[src/rtl/engine_arbiter_pkg.sv]
// +----------------------------------------------------------------------+
// | engine_arbiter_pkg : shared types, defaults and arbitration helper   |
// | Rev 1.0                                                              |
// +----------------------------------------------------------------------+
`default_nettype none

package engine_arbiter_pkg;

  localparam int FRAME_LEN_DEF = 6;
  localparam int MIN_GAP_DEF   = 2;
  localparam int TIMEOUT_DEF   = 2000;
  localparam int DATA_W        = 9;
  localparam int MODE_W        = 3;

  typedef logic [DATA_W-1:0] data_t;
  typedef logic [MODE_W-1:0] mode_t;

  typedef enum logic [2:0] {
    ST_IDLE  = 3'd0,
    ST_SEND  = 3'd1,
    ST_WAIT  = 3'd2,
    ST_DRAIN = 3'd3,
    ST_GAP   = 3'd4
  } state_t;

  typedef enum logic {
    PORT_A = 1'b0,
    PORT_B = 1'b1
  } port_t;

  // On a tie the port that was not served last wins.
  function automatic port_t rr_pick(input logic a_req, input logic b_req, input port_t last);
    if (a_req && b_req) begin
      return (last == PORT_A) ? PORT_B : PORT_A;
    end else if (b_req) begin
      return PORT_B;
    end
    return PORT_A;
  endfunction

endpackage

`default_nettype wire

[src/rtl/engine_arbiter_frame_buf.sv]
// +----------------------------------------------------------------------+
// | engine_arbiter_frame_buf : one-frame capture buffer with read port   |
// | Rev 1.0                                                              |
// +----------------------------------------------------------------------+
`default_nettype none

module engine_arbiter_frame_buf
  import engine_arbiter_pkg::*;
#(
  parameter int FRAME_LEN = FRAME_LEN_DEF,
  parameter int IDX_W     = (FRAME_LEN > 1) ? $clog2(FRAME_LEN) : 1
) (
  input  logic              clk,
  input  logic              rst_n,
  input  logic              i_in_valid,
  input  logic [DATA_W-1:0] i_in_data,
  input  logic [MODE_W-1:0] i_in_mode,
  input  logic              i_free,
  input  logic [IDX_W-1:0]  i_rd_idx,
  output logic [DATA_W-1:0] o_rd_data,
  output logic [MODE_W-1:0] o_mode,
  output logic              o_busy
);

  logic [IDX_W-1:0] r_wr_idx;
  data_t            r_mem [FRAME_LEN];
  mode_t            r_mode;
  logic             r_busy;
  logic             w_wr_en;

  // A full buffer ignores further input until the arbiter frees it.
  assign w_wr_en = i_in_valid && !r_busy;

  always_ff @(posedge clk or negedge rst_n) begin
    if (!rst_n) begin
      r_wr_idx <= '0;
      r_mode   <= '0;
      r_busy   <= 1'b0;
      for (int i = 0; i < FRAME_LEN; i++) begin
        r_mem[i] <= '0;
      end
    end else begin
      if (w_wr_en) begin
        r_mem[r_wr_idx] <= i_in_data;
        if (r_wr_idx == '0) begin
          r_mode <= i_in_mode;
        end
        if (r_wr_idx == IDX_W'(FRAME_LEN - 1)) begin
          r_wr_idx <= '0;
          r_busy   <= 1'b1;
        end else begin
          r_wr_idx <= r_wr_idx + IDX_W'(1);
        end
      end else if (i_free) begin
        r_busy <= 1'b0;
      end
    end
  end

  assign o_rd_data = r_mem[i_rd_idx];
  assign o_mode    = r_mode;
  assign o_busy    = r_busy;

endmodule

`default_nettype wire

[src/rtl/engine_arbiter.sv]
// +----------------------------------------------------------------------+
// | engine_arbiter : round-robin sharing of one engine between A and B   |
// | Rev 1.0                                                              |
// +----------------------------------------------------------------------+
`default_nettype none

module engine_arbiter
  import engine_arbiter_pkg::*;
#(
  parameter int FRAME_LEN = FRAME_LEN_DEF,
  parameter int MIN_GAP   = MIN_GAP_DEF,
  parameter int TIMEOUT   = TIMEOUT_DEF
) (
  input  logic              clk,
  input  logic              rst_n,
  input  logic              i_a_in_valid,
  input  logic [DATA_W-1:0] i_a_in_data,
  input  logic [MODE_W-1:0] i_a_in_mode,
  input  logic              i_b_in_valid,
  input  logic [DATA_W-1:0] i_b_in_data,
  input  logic [MODE_W-1:0] i_b_in_mode,
  output logic              o_a_busy,
  output logic              o_b_busy,
  output logic              o_eng_in_valid,
  output logic [DATA_W-1:0] o_eng_in_data,
  output logic [MODE_W-1:0] o_eng_in_mode,
  input  logic              i_eng_out_valid,
  input  logic [DATA_W-1:0] i_eng_out_data,
  output logic              o_out_valid,
  output logic [DATA_W-1:0] o_out_data,
  output logic              o_out_id,
  output logic              o_err_timeout
);

  localparam int IDX_W    = (FRAME_LEN > 1) ? $clog2(FRAME_LEN) : 1;
  localparam int CNT_MAX  = (TIMEOUT > FRAME_LEN) ? ((TIMEOUT > MIN_GAP) ? TIMEOUT : MIN_GAP)
                                                  : ((FRAME_LEN > MIN_GAP) ? FRAME_LEN : MIN_GAP);
  localparam int CNT_W    = $clog2(CNT_MAX + 1);
  localparam int GAP_LAST = (MIN_GAP > 0) ? MIN_GAP - 1 : 0;

  state_t           r_state;
  state_t           w_state_nxt;
  logic [CNT_W-1:0] r_cnt;
  logic [CNT_W-1:0] w_cnt_nxt;
  port_t            r_grant;
  port_t            w_grant_nxt;
  port_t            r_last;
  port_t            w_last_nxt;

  logic             w_timeout;
  logic             w_free;
  logic             w_accept;
  logic             w_out_take;
  logic             w_send;

  logic             w_a_busy;
  logic             w_b_busy;
  logic [DATA_W-1:0] w_a_rd_data;
  logic [DATA_W-1:0] w_b_rd_data;
  logic [MODE_W-1:0] w_a_mode;
  logic [MODE_W-1:0] w_b_mode;
  logic [DATA_W-1:0] w_sel_data;
  logic [MODE_W-1:0] w_sel_mode;
  logic [IDX_W-1:0]  w_rd_idx;

  logic              r_out_valid;
  logic [DATA_W-1:0] r_out_data;
  logic              r_out_id;

  assign w_rd_idx = r_cnt[IDX_W-1:0];

  engine_arbiter_frame_buf #(
    .FRAME_LEN (FRAME_LEN),
    .IDX_W     (IDX_W)
  ) u_buf_a (
    .clk       (clk),
    .rst_n     (rst_n),
    .i_in_valid(i_a_in_valid),
    .i_in_data (i_a_in_data),
    .i_in_mode (i_a_in_mode),
    .i_free    (w_free && (r_grant == PORT_A)),
    .i_rd_idx  (w_rd_idx),
    .o_rd_data (w_a_rd_data),
    .o_mode    (w_a_mode),
    .o_busy    (w_a_busy)
  );

  engine_arbiter_frame_buf #(
    .FRAME_LEN (FRAME_LEN),
    .IDX_W     (IDX_W)
  ) u_buf_b (
    .clk       (clk),
    .rst_n     (rst_n),
    .i_in_valid(i_b_in_valid),
    .i_in_data (i_b_in_data),
    .i_in_mode (i_b_in_mode),
    .i_free    (w_free && (r_grant == PORT_B)),
    .i_rd_idx  (w_rd_idx),
    .o_rd_data (w_b_rd_data),
    .o_mode    (w_b_mode),
    .o_busy    (w_b_busy)
  );

  always_ff @(posedge clk or negedge rst_n) begin
    if (!rst_n) begin
      r_state <= ST_IDLE;
      r_cnt   <= '0;
      r_grant <= PORT_A;
      r_last  <= PORT_B;
    end else begin
      r_state <= w_state_nxt;
      r_cnt   <= w_cnt_nxt;
      r_grant <= w_grant_nxt;
      r_last  <= w_last_nxt;
    end
  end

  // r_cnt is shared: word index in SEND, wait length in WAIT, idle length in GAP.
  always_comb begin
    w_state_nxt = r_state;
    w_cnt_nxt   = r_cnt;
    w_grant_nxt = r_grant;
    w_last_nxt  = r_last;
    w_timeout   = 1'b0;
    w_free      = 1'b0;
    w_accept    = 1'b0;
    case (r_state)
      ST_IDLE: begin
        if (w_a_busy || w_b_busy) begin
          w_grant_nxt = rr_pick(w_a_busy, w_b_busy, r_last);
          w_last_nxt  = w_grant_nxt;
          w_state_nxt = ST_SEND;
          w_cnt_nxt   = '0;
        end
      end
      ST_SEND: begin
        if (r_cnt == CNT_W'(FRAME_LEN - 1)) begin
          w_state_nxt = ST_WAIT;
          w_cnt_nxt   = '0;
        end else begin
          w_cnt_nxt = r_cnt + CNT_W'(1);
        end
      end
      ST_WAIT: begin
        w_accept = 1'b1;
        if (i_eng_out_valid) begin
          w_state_nxt = ST_DRAIN;
          w_cnt_nxt   = '0;
        end else if (r_cnt == CNT_W'(TIMEOUT - 1)) begin
          w_timeout   = 1'b1;
          w_free      = 1'b1;
          w_state_nxt = ST_GAP;
          w_cnt_nxt   = '0;
        end else begin
          w_cnt_nxt = r_cnt + CNT_W'(1);
        end
      end
      ST_DRAIN: begin
        w_accept = 1'b1;
        if (!i_eng_out_valid) begin
          w_free      = 1'b1;
          w_state_nxt = ST_GAP;
          w_cnt_nxt   = '0;
        end
      end
      ST_GAP: begin
        if (r_cnt >= CNT_W'(GAP_LAST)) begin
          w_state_nxt = ST_IDLE;
          w_cnt_nxt   = '0;
        end else begin
          w_cnt_nxt = r_cnt + CNT_W'(1);
        end
      end
      default: begin
        w_state_nxt = ST_IDLE;
        w_cnt_nxt   = '0;
      end
    endcase
  end

  assign w_out_take = w_accept && i_eng_out_valid;

  always_ff @(posedge clk or negedge rst_n) begin
    if (!rst_n) begin
      r_out_valid <= 1'b0;
      r_out_data  <= '0;
      r_out_id    <= 1'b0;
    end else begin
      r_out_valid <= w_out_take;
      r_out_data  <= w_out_take ? i_eng_out_data : '0;
      r_out_id    <= w_out_take ? logic'(r_grant) : 1'b0;
    end
  end

  assign w_send     = (r_state == ST_SEND);
  assign w_sel_data = (r_grant == PORT_B) ? w_b_rd_data : w_a_rd_data;
  assign w_sel_mode = (r_grant == PORT_B) ? w_b_mode : w_a_mode;

  assign o_eng_in_valid = w_send;
  assign o_eng_in_data  = w_send ? w_sel_data : '0;
  assign o_eng_in_mode  = (w_send && (r_cnt == '0)) ? w_sel_mode : '0;
  assign o_out_valid    = r_out_valid;
  assign o_out_data     = r_out_data;
  assign o_out_id       = r_out_id;
  assign o_err_timeout  = w_timeout;
  assign o_a_busy       = w_a_busy;
  assign o_b_busy       = w_b_busy;

endmodule

`default_nettype wire

[config.mk]
export PLATFORM = sky130hd
export DESIGN_NAME = engine_arbiter
export DESIGN_NICKNAME = d
export VERILOG_FILES = /design/src/rtl/engine_arbiter_pkg.sv /design/src/rtl/engine_arbiter_frame_buf.sv /design/src/rtl/engine_arbiter.sv
export SDC_FILE = /design/constraint.sdc
export NUM_CORES = 1
export LEC_CHECK = 0
export BUFFER_PORTS_ARGS = -buffer_cell sky130_fd_sc_hd__buf_2
export CORE_MARGIN = 3
export CORE_UTILIZATION = 40
export DETAILED_ROUTE_END_ITERATION = 16
export PLACE_DENSITY = 0.68
export REMOVE_ABC_BUFFERS = 1
export SLEW_MARGIN = 20
export SYNTH_ARGS = -nofsm -noshare
export SYNTH_HDL_FRONTEND = slang
export SYNTH_HIERARCHICAL = 1
export SYNTH_SLANG_ARGS = --single-unit
[constraint.sdc]
create_clock -name clk -period 2.39 [get_ports clk]
set_input_delay 0.717 -clock clk [delete_from_list [all_inputs] [get_ports clk]]
set_output_delay 0.717 -clock clk [all_outputs]
set_load 0.02 [all_outputs]
* Word-level counts from Yosys, hierarchy flattened
Index checks and enable logic that the tools add are counted.
Word-level totals: output and inout port bits 27, latch bits 0, bits in read-only memories 0, RAM bits 0, memories kept 0, register bits after elaboration 149
Cells by class: equal/unequal tests 15, reduce and logical (&&, ||, !) cells 26, order comparisons 6, shift operators 0, multipliers 0, add/subtract/negate cells 3, div/mod/pow operators 0, bitwise operators 4, mux-type cells 54
Operators by type and width (number):
- 54-bit bitwise mux | 2
- 9-bit 2-to-1 mux | 9
- 11-bit 2-to-1 mux | 6
- 11-bit one-hot mux with 5 select lines | 1
- 9-bit binary-select mux with 3-bit select | 2
- 9-bit demux with 3-bit select | 2
- 3-bit 2-to-1 mux | 10
- 1-bit 2-to-1 mux | 20
- 3-bit one-hot mux with 5 select lines | 1
- 4-bit greater-or-equal comparator (second input constant) | 3
- 3-bit inverter with 4-bit output | 3
- 2-bit AND reduction | 6
- 11-bit by 1-bit adder with 11-bit output (second input constant) | 1
- 11-bit equality test (second input constant) | 1
- 11-bit by 3-bit equality test with 1-bit output (second input constant) | 1
- 11-bit by 1-bit greater-or-equal comparator with 1-bit output (second input constant) | 1
- 11-bit zero test | 1
- 2-bit != test (second input constant) | 5
- 3-bit equality test (second input constant) | 3
- 1-bit logical AND | 9
- 3-bit zero test | 3
- 4-bit by 1-bit < comparator with 1-bit output (second input constant) | 2
- 3-bit by 1-bit adder with 3-bit output (second input constant) | 2
- 3-bit by 2-bit equality test with 1-bit output (second input constant) | 2
- 10 further kinds | 12

* Depth between registers and ports, before layout
word-level depth 7, mapped depth 7, gate-level depth less buffers 7

* Modules after synthesis
The synthesis kept the hierarchy.
Modules (own cells, without submodules):
- engine_arbiter_frame_buf | area an instance 2767.7 um^2, cells each 192, instances 2, sequential area each 1526.5 um^2
- engine_arbiter | area an instance 1521.5 um^2, cells each 163, instances 1, sequential area each 676.9 um^2

* Worst setup path before layout
OpenSTA, ideal clock, no wires.
path type register -> output, from register r_cnt[1], to output o_eng_in_data[3], required time 1.673 ns, arrival 1.623 ns, stages on the path, launching flop included 8, buffers on the path 2, slack 0.050 ns, cells stage by stage dfrtp_1 > buf_4 > buf_4 > mux2i_1 > o32a_1 > o21ai_0 > mux2i_1 > nor2_1
On the way: cells in the longest elaborated chain, start to end 6, elaborated cells between the ends (all ways) 9, classes of those cells 8 x mux; 1 x bitwise
Ends and longest elaborated chain:
- start, declared | line engine_arbiter.sv:43 | logic [CNT_W-1:0] r_cnt;
- start signal, assigned | line engine_arbiter.sv:112 | r_cnt <= w_cnt_nxt;
- 3-bit inverter with 4-bit output (not written as such) | line engine_arbiter_frame_buf.sv:60 | assign o_rd_data = r_mem[i_rd_idx];
- 9-bit binary-select mux with 3-bit select | line engine_arbiter_frame_buf.sv:60
- 9-bit 2-to-1 mux (not written as such) (2 in a row) | line engine_arbiter_frame_buf.sv:60
- via w_b_rd_data[3] | line engine_arbiter.sv:59 | logic [DATA_W-1:0] w_b_rd_data;
- 9-bit 2-to-1 mux | line engine_arbiter.sv:196 | assign w_sel_data = (r_grant == PORT_B) ? w_b_rd_data : w_a_rd_data;
- 9-bit 2-to-1 mux | line engine_arbiter.sv:200 | assign o_eng_in_data = w_send ? w_sel_data : '0;
- end, declared | line engine_arbiter.sv:25 | output logic [DATA_W-1:0] o_eng_in_data,
The timed path passes the listed nets, and every way through them passes these cells. The select of a mux whose other input is x is not followed.

* Worst setup path in the final report
from register r_cnt[0], to output o_eng_in_data[3]
On the way: cells in the longest elaborated chain, start to end 6, elaborated cells between the ends (all ways) 9, classes of those cells 8 x mux; 1 x bitwise
Ends and longest elaborated chain:
- 3-bit inverter with 4-bit output (not written as such) | line engine_arbiter_frame_buf.sv:60
- 9-bit binary-select mux with 3-bit select | line engine_arbiter_frame_buf.sv:60
- 9-bit 2-to-1 mux (not written as such) (2 in a row) | line engine_arbiter_frame_buf.sv:60
- via w_a_rd_data[3] | line engine_arbiter.sv:58 | logic [DATA_W-1:0] w_a_rd_data;
- 9-bit 2-to-1 mux | line engine_arbiter.sv:196
- 9-bit 2-to-1 mux | line engine_arbiter.sv:200
The timed path passes the listed nets, and every way through them passes these cells. The select of a mux whose other input is x is not followed.

==> impl_metrics.yaml <==
status:
  outcome: "complete, but fails checks"
  violations: "negative setup slack"
setup_path:
  critical_path.slowest_cell: "dfrtp_2"
  crit_fanout: 8
  cp-end-kind: "output pin"
  r2r_cells: 8
  path_class: "register to output pin"
  critPathLaunchType: "register"
  path_buf_inv: 3
  critical_path_depth: 7
  critical_path.top_delay_family: "buffers and inverters"
  worstPathRequired_ps: 1670
  crit_top_cell: "buf_12"
  path_cells: "buf_12 -> buf_12 -> o32a_1 -> o21ai_1 -> mux2i_1 -> nor2_1 -> buf_4"
  slowest_delay_ps: 420
  cp_data_arrival_time_ps: 2030
finish:
  final_area_um2: 8810
  area_growth_pct: 24.8
  num-nets-final: 692
  diodes: 0
  drive_above_1_share_pct: 45.1
  seq_area_um2: 3730
  multi_input_comb_area_um2: 3290
  num-fill-cells: 1444
logic_synthesis:
  yosysTopAreaCellShare_pct: 52.5
  post-synth-top-area-cell: "dfrtp_1"
  yosys_warnings: 6
  netlist_instances: 547
  ys_types: 45
  syn_area_per_cell_um2: 12.9
  ys_seq_elements: 149
  netlist_area_um2: 7060
  ys_top_cells_by_area: "dfrtp_1 (52%), mux2_2 (18%), mux2i_1 (9.8%)"
  ys_seq_area_share_pct: 52.9
timing:
  grt_setup_unrepaired: "true"
  worst_clock_skew_ps: 6.99
  maxSlewHeadroom_pct: 66.4
  hold_ws_ps: 185
  fin_tns_setup_ps: -3500
  report.final.hold_viol_count: 0
  maxSlewViolCount: 0
  fmax_ghz: 0.364
  worst_slew_pin_slew_ps: 500
  min_period_ps: 2750
  setup_slack_ps: -359
  setup_viol: 13
  post-route-period-util_pct: 115
routing:
  dr.pass1.iters: 7
  drt_iter0_markers: 359
  vias_per_cell: 5.45
  ant_nets: 0
  totalWireLength_mm: 16.6
  drt-wirelength-per-cell_um: 18.8
  vias: 4798
  drc_errors: 0
global_route:
  grt_max_degree: 63
  grt_pass1_wl_mm: 27.1
  grt_pass1_vias: 5128
  grt_usage_pct: 17.7
  grt-ovfl-total: 0
  antenna_found_initial: 0
die:
  die_h_um: 139
  dieArea_um2: 19300
  io_pins: 65
  core-area_um2: 16900
  num_rows: 47
  start_util_pct: 41.7
  die_w_um: 139
clock_tree:
  cts_root_buf: "clkbuf_16"
  cts_made_buffers: 17
  clk_path_buf_depth: 2
  cts_tree: "yes"
  clock-sinks: 149
  holdBufCountCts: 0
  worstSkewPairLatency_ps: 420
  htreeDepth: 4
  cts.clk_slew.worst_paths_ps: 60
power:
  power_per_cell_area_nw_per_um2: 1410
  peakVddDrop_mv: 0.729
  p_leak_uw: 0.00397
  fin_total_pwr_uw: 12400
placement:
  port_buffers: 64
  placed_area_um2: 7840
  gp_congestion: 0.825
  hpwl_mm: 11.4
job:
  maxCapViolCount: 0
hold_path:
  hp-class: "input port to asynchronous set/reset pin"
==> state kept, by name, summed over array words and instances, names as in the netlist, 3 cells and up <==
register / count
u_buf_b/r_wr_idx: 3
r_cnt: 11
u_buf_a/r_mem: 54
u_buf_a/r_wr_idx: 3
u_buf_a/o_mode: 3
u_buf_b/r_mem: 54
u_buf_b/o_mode: 3
o_out_data: 9
r_state: 3
==> path summary, 6_finish.rpt <==
| kind | start | to | slack (ps) |
|---|---|---|---|
| max in group asynchronous | rst_n | r_cnt[0] | 1520 |
| worst min-delay path | rst_n | r_cnt[9] | 180 |
| worst max-delay path | r_cnt[0] | o_eng_in_data[3] | -360 |
| min in group clk | r_last | r_last | 500 |
| worst max register to register | r_cnt[2] | r_cnt[2] | 140 |
| worst min register to register | r_last | r_last | 500 |
==> cell usage in the layout (no fill, tap or decap), types with 7 or more instances in the layout <==
cell type,synthesis,final
clkbuf_16,0,17
nand2_1,18,18
o21ai_1,0,9
inv_1,10,7
o21ai_0,34,19
buf_6,1,9
o32a_1,18,18
mux2_2,114,114
buf_2,5,49
o21ai_2,1,7
buf_4,12,43
mux2i_2,0,7
nor2_1,24,21
and2_1,11,11
nand2b_1,10,7
mux2i_1,69,61
dfrtp_1,148,146
==> area by class of cell <==
| type | count | share of cell area, % |
|---|---|---|
| multi-input combinational | 362 | 37.3 |
| tap | 220 | 3.12 |
| timing repair buffer | 111 | 9.79 |
| sequential | 149 | 42.4 |
| clock buffer | 26 | 5.89 |
| inverter | 10 | 0.483 |
| clock inverter | 3 | 1.02 |
==> per-layer routing <==
layer	part of all wire, %	GRT usage [%]
met2	49	28.8
met1	45	23.3
met5	0	0
met3	5.1	4.79
met4	1.2	5.36
==> power breakdown <==
group | internal (uW) | leakage [uW] | switching (uW)
clock network | 1790 | 0.000299 | 965
registers | 3660 | 0.00184 | 699
logic | 2790 | 0.00183 | 2500
total | 8240 | 0.00397 | 4160
==> stage by stage <==
| step | cells | setup slack, ps | utilization [%] |
|---|---|---|---|
| 6_report | 881 | -359 | 52.0 |
| 5_1_grt | 881 | -449 | 52.0 |
| 4_1_cts | 879 | -353 | 51.3 |
| 3_5_place_dp | 843 | -4.67 | 46.3 |
| 3_3_place_gp | 843 | -58.0 | 46.3 |
| 2_1_floorplan | 521 | -1080 | - |
==> cell families (layout without fill, tap and decap cells) <==
family                     Yosys count  in the layout  share of synthesized area, %
AOI/OAI and AO/OA                   71             71                          6.79
and+or+nand+nor                    103            103                          8.76
muxes                              184            184                          28.2
buffers and inverters               36            150                          2.75
DFF                                149            149                          52.9
xor gates and xnor gates             1              1                         0.124
adders and majority gates            3              3                         0.532
==> synthesized netlist by cell type, drive strengths merged <==
library cell / count
dfrtp: 148
mux2: 115
mux2i: 69
o21ai: 35
nor2: 24
buf: 19
nand2: 18
o32a: 18
and2: 11
inv: 10
nand2b: 10
nor3b: 8
a21oi: 7
clkbuf: 7
a21o: 6
nand3: 6
nand3b: 6
nor3: 6
nand4: 4
ha: 3
nor4: 3
a31oi: 2
and3: 2
a211oi: 1
a22o: 1
and4: 1
dfstp: 1
nor2b: 1
nor4b: 1
o211ai: 1
or3b: 1
or4: 1
xor2: 1
==> timing repair <==
action / CTS / global route
setup endpoints to repair: 14 / 16
setup buffers: 6 / 2
pin swaps: 13 / 6
cloned: 1 / 0
gates resized for setup: 61 / 26
Note: power is estimated with default switching activity, not from simulation.
